<file path="config.mk">
export PLATFORM = sky130hd
export DESIGN_NAME = text_lcd_ctrl_param
export DESIGN_NICKNAME = d
export VERILOG_FILES = /design/src/rtl/text_lcd_ctrl_param.sv
export SDC_FILE = /design/constraint.sdc
export NUM_CORES = 1
export LEC_CHECK = 0
export CAP_MARGIN = 25
export CORE_MARGIN = 1
export CORE_UTILIZATION = 46
export CTS_CLUSTER_DIAMETER = 120
export DETAILED_ROUTE_END_ITERATION = 7
export DONT_BUFFER_PORTS = 1
export SETUP_SLACK_MARGIN = 0.3
export SLEW_MARGIN = 20
export SYNTH_ARGS = -nofsm -noshare
export SYNTH_HDL_FRONTEND = slang
export SYNTH_SLANG_ARGS = --single-unit
</file>
<file path="constraint.sdc">
create_clock -name clk -period 4.05 [get_ports clk]
set_input_delay 0.405 -clock clk [delete_from_list [all_inputs] [get_ports clk]]
set_output_delay 0.405 -clock clk [all_outputs]
set_load 0.05 [all_outputs]
</file>
<file path="src/rtl/text_lcd_ctrl_param.sv">
// rtl/text_lcd_ctrl_param.sv - HD44780-style 8-bit text LCD controller with writable char buffer
// LCD pins are registered from the decoded state, so the bus trails the internal step by one cycle.
module text_lcd_ctrl_param #(
    parameter int CLK_DIV     = 100,
    parameter int ROWS        = 2,
    parameter int COLS        = 16,
    parameter int INIT_STEPS  = 70,
    parameter int CLEAR_STEPS = 20,
    localparam int NCH        = ROWS * COLS,
    localparam int AW         = (NCH > 1) ? $clog2(NCH) : 1
) (
    input  logic          clk,
    input  logic          rst,
    input  logic          wr_en,
    input  logic [AW-1:0] wr_addr,
    input  logic [7:0]    wr_char,
    input  logic          refresh,
    output logic          busy,
    output logic          init_done,
    output logic          LCD_E,
    output logic          LCD_RS,
    output logic          LCD_RW,
    output logic [7:0]    LCD_DATA,
    output logic [7:0]    LED_out
);

    localparam int PW   = $clog2(CLK_DIV);
    localparam int CMAX = (INIT_STEPS > COLS) ?
                          ((INIT_STEPS > CLEAR_STEPS) ? INIT_STEPS : CLEAR_STEPS) :
                          ((COLS > CLEAR_STEPS) ? COLS : CLEAR_STEPS);
    localparam int CW   = $clog2(CMAX + 2);

    typedef enum logic [3:0] {
        S_POWERUP    = 4'd0,
        S_FUNC_SET   = 4'd1,
        S_DISP_ON    = 4'd2,
        S_ENTRY      = 4'd3,
        S_CLEAR      = 4'd4,
        S_IDLE       = 4'd5,
        S_SET_ADDR   = 4'd6,
        S_WRITE_CHAR = 4'd7
    } state_e;

    state_e          state_q, state_d;
    logic [PW-1:0]   ph_q;
    logic [CW-1:0]   cnt_q;
    logic [1:0]      row_q;
    logic            pending_q;
    logic            init_done_q;
    logic [7:0]      buf_q [NCH];
    logic            lcd_e_q, lcd_rs_q;
    logic [7:0]      lcd_data_q;
    logic            e_d, rs_d;
    logic [7:0]      data_d;
    logic [7:0]      row_base;
    logic [AW-1:0]   rd_idx;
    logic            step_end;

    assign step_end = (ph_q == PW'(CLK_DIV - 1));
    assign rd_idx   = AW'(int'(row_q) * COLS + int'(cnt_q));

    always_comb begin
        case (row_q)
            2'd0:    row_base = 8'h00;
            2'd1:    row_base = 8'h40;
            2'd2:    row_base = 8'h14;
            default: row_base = 8'h54;
        endcase
    end

    always_ff @(posedge clk) begin
        if (rst) state_q <= S_POWERUP;
        else     state_q <= state_d;
    end

    always_comb begin
        state_d = state_q;
        case (state_q)
            S_POWERUP:    if (step_end && cnt_q == CW'(INIT_STEPS - 1)) state_d = S_FUNC_SET;
            S_FUNC_SET:   if (step_end) state_d = S_DISP_ON;
            S_DISP_ON:    if (step_end) state_d = S_ENTRY;
            S_ENTRY:      if (step_end) state_d = S_CLEAR;
            // step 0 of CLEAR is the command itself, the rest are settling steps
            S_CLEAR:      if (step_end && cnt_q == CW'(CLEAR_STEPS)) state_d = S_SET_ADDR;
            S_IDLE:       if (refresh || pending_q) state_d = S_SET_ADDR;
            S_SET_ADDR:   if (step_end) state_d = S_WRITE_CHAR;
            S_WRITE_CHAR: if (step_end && cnt_q == CW'(COLS - 1))
                              state_d = (row_q == 2'(ROWS - 1)) ? S_IDLE : S_SET_ADDR;
            default:      state_d = S_POWERUP;
        endcase
    end

    always_comb begin
        rs_d   = lcd_rs_q;
        data_d = lcd_data_q;
        e_d    = 1'b0;
        if (ph_q == '0) begin
            case (state_q)
                S_POWERUP:    begin rs_d = 1'b0; data_d = 8'h00; end
                S_FUNC_SET:   begin rs_d = 1'b0; data_d = 8'h38; end
                S_DISP_ON:    begin rs_d = 1'b0; data_d = 8'h0C; end
                S_ENTRY:      begin rs_d = 1'b0; data_d = 8'h06; end
                S_CLEAR:      begin rs_d = 1'b0; data_d = 8'h01; end
                S_SET_ADDR:   begin rs_d = 1'b0; data_d = 8'h80 | row_base; end
                S_WRITE_CHAR: begin rs_d = 1'b1; data_d = buf_q[rd_idx]; end
                default:      ;
            endcase
        end
        if (ph_q >= PW'(CLK_DIV / 4) && ph_q < PW'(3 * CLK_DIV / 4)) begin
            case (state_q)
                S_FUNC_SET, S_DISP_ON, S_ENTRY,
                S_SET_ADDR, S_WRITE_CHAR: e_d = 1'b1;
                S_CLEAR:                  e_d = (cnt_q == '0);
                default:                  e_d = 1'b0;
            endcase
        end
    end

    always_ff @(posedge clk) begin
        if (rst) begin
            ph_q        <= '0;
            cnt_q       <= '0;
            row_q       <= '0;
            pending_q   <= 1'b0;
            init_done_q <= 1'b0;
            lcd_e_q     <= 1'b0;
            lcd_rs_q    <= 1'b0;
            lcd_data_q  <= 8'h00;
        end else begin
            ph_q <= (state_q == S_IDLE || step_end) ? '0 : ph_q + PW'(1);
            if (state_d != state_q) cnt_q <= '0;
            else if (step_end)      cnt_q <= cnt_q + CW'(1);
            if (state_q == S_WRITE_CHAR && state_d == S_SET_ADDR)
                row_q <= row_q + 2'd1;
            else if (state_q != S_SET_ADDR && state_q != S_WRITE_CHAR)
                row_q <= '0;
            // requests arriving while busy coalesce into a single follow-up redraw
            if (state_q == S_IDLE) pending_q <= 1'b0;
            else if (refresh)      pending_q <= 1'b1;
            if (state_q == S_CLEAR && state_d == S_SET_ADDR) init_done_q <= 1'b1;
            lcd_e_q    <= e_d;
            lcd_rs_q   <= rs_d;
            lcd_data_q <= data_d;
        end
    end

    always_ff @(posedge clk) begin
        if (rst) begin
            for (int i = 0; i < NCH; i++) buf_q[i] <= 8'h20;
        end else if (wr_en && int'(wr_addr) < NCH) begin
            buf_q[wr_addr] <= wr_char;
        end
    end

    assign busy      = (state_q != S_IDLE);
    assign init_done = init_done_q;
    assign LCD_E     = lcd_e_q;
    assign LCD_RS    = lcd_rs_q;
    assign LCD_RW    = 1'b0;
    assign LCD_DATA  = lcd_data_q;
    assign LED_out   = {init_done_q, busy, 2'b00, state_q};

endmodule
</file>
# --- After elaboration in Yosys (flattened, before gate mapping) ---
# Memory sizes are Yosys's and may differ from the RTL's.
# Cells that the tools add are included.
totals:
  regBits: 32
  memories: 1
  ram_bits: 256
  wordCells: 84
mem_list:
  columns: ["name", "depth", "word_bits", "rd", "rd_ports_with_merged_regs", "wr", "line", "rtl"]
  rows:
  - ["buf_q", 32, 8, 1, 0, 32, "50", "logic [7:0] buf_q [NCH];"]
op_classes:
  order_cmp: 2
  n_addsub: 4
  bitwise: 1
  n_reduce_logical: 25
  muxes: 24
  eq_ne: 18
ops:
  columns: ["operator", "n"]
  rows:
  - ["8-bit case mux with 7 select lines", 1]
  - ["4-bit 2-to-1 mux", 8]
  - ["4-bit case mux with 8 select lines", 1]
  - ["7-bit case mux with 3 select lines", 1]
  - ["4-bit by 3-bit equality test with 1-bit output (second input constant)", 5]
  - ["7-bit by 1-bit adder with 7-bit output (second input constant)", 2]
  - ["7-bit equality test (second input constant)", 2]
  - ["7-bit zero test", 2]
  - ["4-bit by 3-bit inequality test with 1-bit output (second input constant)", 3]
  - ["4-bit by 2-bit equality test with 1-bit output (second input constant)", 2]
  - ["8-bit 2-to-1 mux", 1]
  - ["2-bit OR reduction", 4]
  - ["8-bit OR reduction", 1]
  - ["7-bit by 4-bit equality test with 1-bit output (second input constant)", 1]
  - ["7-bit by 5-bit equality test with 1-bit output (second input constant)", 1]
  - ["7-bit by 5-bit greater-or-equal comparator with 1-bit output (second input constant)", 1]
  - ["1-bit logical AND", 7]
  - ["7-bit less-than comparator (second input constant)", 1]
  - ["7-bit nonzero test", 1]
  - ["1-bit 2-to-1 mux", 6]
  - ["2-bit 2-to-1 mux", 3]
  - ["6-bit OR reduction", 1]
  - ["5-bit adder", 1]
  - ["5-bit 2-to-1 mux", 1]
  - ["other kinds (13)", 17]

# --- Longest topological paths before layout ---
depth:
  depth_word: 7
  depth_mapped: 11
  ltp_nobuf: 8

# --- Worst setup path after synthesis ---
# No wires, ideal clock.
synth_timing:
  kind: "reg2reg"
  startpoint: "reg cnt_q[1]"
  endpoint: "reg cnt_q[0]"
  path_slack_ns: 1.294
  n_path_buf: 3
  path_stages_with_launch: 12
  t_arrival_ns: 2.678
  period_less_slack_ns: 2.756
  setup_ns: 0.078
  path_cell_list: "dfxtp_1 buf_2 buf_2 buf_1 inv_1 ha_1 nor4b_1 a41oi_1 nor2b_1 or3_1 o31a_1 nor3_1"
synth_via:
  elab_chain_cells: 6
  word_cells_on_any_way: 12
synth_lines:
  columns: ["item", "line", "rtl"]
  rows:
  - ["start: declaration", "46", "logic [CW-1:0] cnt_q;"]
  - ["start signal: assignment", "132", "else if (step_end) cnt_q <= cnt_q + CW'(1);"]
  - ["7-bit by 4-bit equality test with 1-bit output, or another cell as far along", "87", "S_WRITE_CHAR: if (step_end && cnt_q == CW'(COLS - 1))"]
  - ["1-bit logical AND, on equally long branches", "87, 79, 84", null]
  - ["4-bit 2-to-1 mux, on equally long branches", "87, 79, 84", null]
  - ["4-bit case mux with 8 select lines *", "78", "case (state_q)"]
  - ["4-bit inequality test *", "131", "if (state_d != state_q) cnt_q <= '0;"]
  - ["2-bit OR reduction (no source line) *", null, null]
# Mark *: on every way between the ends. The rest lies on a longest branch, timed or not.
# A chain may end at the register's enable or synchronous reset.

# --- Final worst setup path ---
layout_timing:
  startpoint: "reg state_q[0]"
  endpoint: "out busy"
layout_via:
  elab_chain_cells: 1
layout_lines:
  columns: ["item", "line", "rtl"]
  rows:
  - ["start: declaration", "44", "state_e state_q, state_d;"]
  - ["start signal: assignment", "73", "else state_q <= state_d;"]
  - ["4-bit by 3-bit inequality test with 1-bit output", "155", "assign busy = (state_q != S_IDLE);"]
  - ["end: declaration", "18", "output logic busy,"]
# Every way passes these cells.

==> flow_results.xml <==
<?xml version="1.0" encoding="UTF-8"?>
<metrics>
  <group name="timing">
    <metric name="worstMarginPinSlew" unit="ps">1010</metric>
    <metric name="setup_repair_after_global_routing_missed_its_margin" unit="">no</metric>
    <metric name="slew_violations" unit="">0</metric>
    <metric name="fin_setup_tns" unit="ps">0</metric>
    <metric name="timing.final.crit_share" unit="%">80.9</metric>
    <metric name="clock.fmax" unit="MHz">305</metric>
    <metric name="worst_clock_skew" unit="ps">11.9</metric>
    <metric name="timing.final.crit_period" unit="ps">3270</metric>
    <metric name="hold_viol" unit="">0</metric>
    <metric name="setup_viol" unit="">0</metric>
    <metric name="slew-limit-headroom" unit="%">32.3</metric>
    <metric name="final.setup.worst_slack" unit="ps">775</metric>
  </group>
  <group name="critical_path">
    <metric name="cpLargestDelayFamily" unit="">flip-flops</metric>
    <metric name="cp.required" unit="ps">3640</metric>
    <metric name="critical_path.max_fanout" unit="">17</metric>
    <metric name="worstSetupPathType" unit="">register to primary output</metric>
    <metric name="critical_path.n_buffers_inverters" unit="">1</metric>
    <metric name="timing.critical_path.cells" unit="">nor4bb_1, inv_1</metric>
    <metric name="worst_setup_path_start_kind" unit="">register</metric>
    <metric name="worst_path_largest_cell_delay" unit="ps">990</metric>
    <metric name="critPathArrivalTime" unit="ps">2870</metric>
    <metric name="slowest_stage" unit="">sky130_fd_sc_hd__dfxtp_1</metric>
    <metric name="timing.critical_path.to_type" unit="">primary output</metric>
  </group>
  <group name="logic_synthesis">
    <metric name="yosysMostFrequentCell" unit="">sky130_fd_sc_hd__edfxtp_1</metric>
    <metric name="postSynth.asyncResetShare" unit="%">0</metric>
    <metric name="netlist_top_cells_count" unit="">256 x sky130_fd_sc_hd__edfxtp_1, 225 x sky130_fd_sc_hd__and2_1, 76 x sky130_fd_sc_hd__mux4_2, 61 x sky130_fd_sc_hd__nor2_1, 46 x sky130_fd_sc_hd__clkbuf_1</metric>
    <metric name="synth_ff_type" unit="">sky130_fd_sc_hd__edfxtp_1</metric>
    <metric name="yosys.area.top_type_share" unit="%">56.5</metric>
    <metric name="synth_enable_flop_cells" unit="">256</metric>
    <metric name="synthesis.area_per_instance" unit="µm²">14.2</metric>
    <metric name="ys_ff_latch" unit="">288</metric>
    <metric name="post_synth_main_area_contributors" unit="">sky130_fd_sc_hd__edfxtp_1 56%, sky130_fd_sc_hd__mux4_2 13%, sky130_fd_sc_hd__and2_1 10%</metric>
    <metric name="synth_seq_area_share" unit="%">61.2</metric>
    <metric name="yosys_warnings" unit="">0</metric>
    <metric name="ys_types" unit="">57</metric>
    <metric name="syn_area" unit="mm²">0.0136</metric>
    <metric name="area_leader_netlist" unit="">sky130_fd_sc_hd__edfxtp_1</metric>
    <metric name="syn-instance-count" unit="">958</metric>
  </group>
  <group name="clock_network">
    <metric name="tritoncts_num_sinks" unit="">288</metric>
    <metric name="cts_repair_resize_count" unit="">0</metric>
    <metric name="cts_hold_buf" unit="">1</metric>
    <metric name="clkSlewWorstSetupHoldPaths" unit="ps">60</metric>
    <metric name="clk_latency" unit="ps">500</metric>
    <metric name="cts_buffer_depth" unit="">3</metric>
    <metric name="cts_tree" unit="">done</metric>
    <metric name="cts_buffers" unit="">34</metric>
    <metric name="root_buffer" unit="">sky130_fd_sc_hd__clkbuf_16</metric>
    <metric name="htree_levels" unit="">2</metric>
    <metric name="cts_setup_buffers" unit="">0</metric>
  </group>
  <group name="power">
    <metric name="power.switching" unit="mW">1.37</metric>
    <metric name="clkPwrFrac" unit="%">46.0</metric>
    <metric name="fin_total_pwr" unit="mW">6.75</metric>
    <metric name="p_int" unit="mW">5.37</metric>
    <metric name="sw_frac_of_total" unit="%">20.4</metric>
    <metric name="seqPwrFrac" unit="%">50.7</metric>
    <metric name="comb_power_share" unit="%">3.3</metric>
    <metric name="leakage" unit="nW">5.05</metric>
    <metric name="peak_supply_drop" unit="V">0.000313</metric>
    <metric name="power-per-cell-area" unit="mW/mm²">448</metric>
  </group>
  <group name="grt">
    <metric name="grt_antenna_before_repair" unit="">0</metric>
    <metric name="grt_pass1_wl" unit="mm">49.3</metric>
    <metric name="via_count_of_the_first_global_routing_pass" unit="">7836</metric>
    <metric name="grt_use_total" unit="%">22.2</metric>
    <metric name="grt_start_max_net_pins" unit="">43</metric>
    <metric name="grt_remaining_overflow" unit="">0</metric>
  </group>
  <group name="layout">
    <metric name="multi_input_area" unit="mm²">0.00493</metric>
    <metric name="final_layout_size_suffix_gt1_share" unit="%">19.2</metric>
    <metric name="seqCellArea" unit="mm²">0.00833</metric>
    <metric name="final_util" unit="%">52.1</metric>
    <metric name="nNetsFinal" unit="">971</metric>
    <metric name="num-fill-cells" unit="">2417</metric>
    <metric name="n_diodes" unit="">0</metric>
    <metric name="synthToLayoutAreaGrowth" unit="%">10.8</metric>
    <metric name="final_cells" unit="">1354</metric>
  </group>
  <group name="die">
    <metric name="start_util" unit="%">47.0</metric>
    <metric name="num_rows" unit="">62</metric>
    <metric name="die_area" unit="mm²">0.0303</metric>
    <metric name="chipWidth" unit="µm">174</metric>
    <metric name="top_level_ports" unit="">38</metric>
    <metric name="core" unit="mm²">0.0289</metric>
    <metric name="die-height" unit="µm">174</metric>
  </group>
  <group name="route">
    <metric name="drt_drc_violations_left" unit="">0</metric>
    <metric name="number_of_violations_reported_at_the_end_of_detailed_routing_iteration_0" unit="">703</metric>
    <metric name="route.detailed.wl_per_inst" unit="µm">24.0</metric>
    <metric name="final_antenna_net_count" unit="">0</metric>
    <metric name="total_number_of_vias" unit="">7742</metric>
    <metric name="vias_per_cell" unit="">5.72</metric>
    <metric name="drt-pass1-iter-count" unit="">5</metric>
    <metric name="wl" unit="mm">32.5</metric>
  </group>
  <group name="placed_design">
    <metric name="place_hpwl" unit="mm">21.0</metric>
    <metric name="count_of_placed_standard_cells_including_taps" unit="">1292</metric>
    <metric name="placement.setup.worst_slack" unit="ps">1270</metric>
    <metric name="gpl.final_weighted_congestion" unit="">0.849</metric>
    <metric name="port_buffers" unit="">0</metric>
  </group>
  <group name="job">
    <metric name="maxCapViolations" unit="">0</metric>
  </group>
  <group name="hold_path">
    <metric name="min-delay-path-class" unit="">primary input to register</metric>
  </group>
  <group name="outcome">
    <metric name="run_status" unit="">finished, final reports clean</metric>
  </group>
</metrics>
==> logic make-up after synthesis <==
group	synth area share, %
and+or+nand+nor	18.9
DFF	61.2
muxes	13.1
buffers and inverters	2.62
AOI/OAI and AO/OA	2.31
xor gates and xnor gates	1.03
adders and majority gates	0.828
other	0.0276
==> cell usage in the layout (no fill, tap or decap), drive strengths merged, types with 12 or more instances in the layout <==
cell type  instances
nor2              61
clkbuf            42
mux4              76
clkinv            13
and2             227
edfxtp           256
or2               36
buf               16
a21oi             15
or3               37
dfxtp             32
nand2             15
nor3              12
==> per-layer routing <==
layer  vias up  track usage, %  share of wire (%)
li1       3509               -                  -
met1      3891            29.9                 42
met2       283            35.3                 47
met3        59            5.47                7.7
met4         0            7.13                2.7
met5         -               0                  0
==> power groups by stage <==
stage | Clock (mW) | Combinational (mW) | Sequential [mW]
global route | 3.25 | 0.238 | 3.44
floorplan | 0 | 0.186 | 3.46
global placement | 0 | 0.219 | 3.48
detailed placement | 0 | 0.222 | 3.49
CTS | 3.14 | 0.223 | 3.43
finish | 3.10 | 0.222 | 3.42
==> cell type report <==
class                      instances  area share (%)
inverter                          11           0.274
tap                              384            3.19
sequential                       288            55.3
timing repair buffer              17           0.946
clock buffer                      42            6.27
clock inverter                    19            1.31
multi-input combinational        593            32.7
==> worst paths after layout <==
kind / cells after the start / from / end / slack, ps
setup / recovery: 2 / state_q[0] / busy / 780
hold / removal: 1 / rst / LCD_DATA[4] / 30
setup reg to reg: 6 / state_q[0] / cnt_q[4] / 1290
hold reg to reg: 1 / ph_q[0] / ph_q[0] / 500
==> flip-flops by register name, indices dropped and copies added, names as in the netlist <==
name       flops
LCD_E          1
cnt_q          7
LCD_DATA       8
init_done      1
state_q        4
pending_q      1
LCD_RS         1
buf_q        256
ph_q           7
row_q          2
==> metrics by stage <==
step	hold slack (ps)	cell area, µm²
after floorplan	463	13600
after global placement	481	13900
after detailed placement	485	13900
after CTS	6.82	15100
after global routing	11.6	15100
final	28.6	15100
Power figures use the tool's default switching activity.
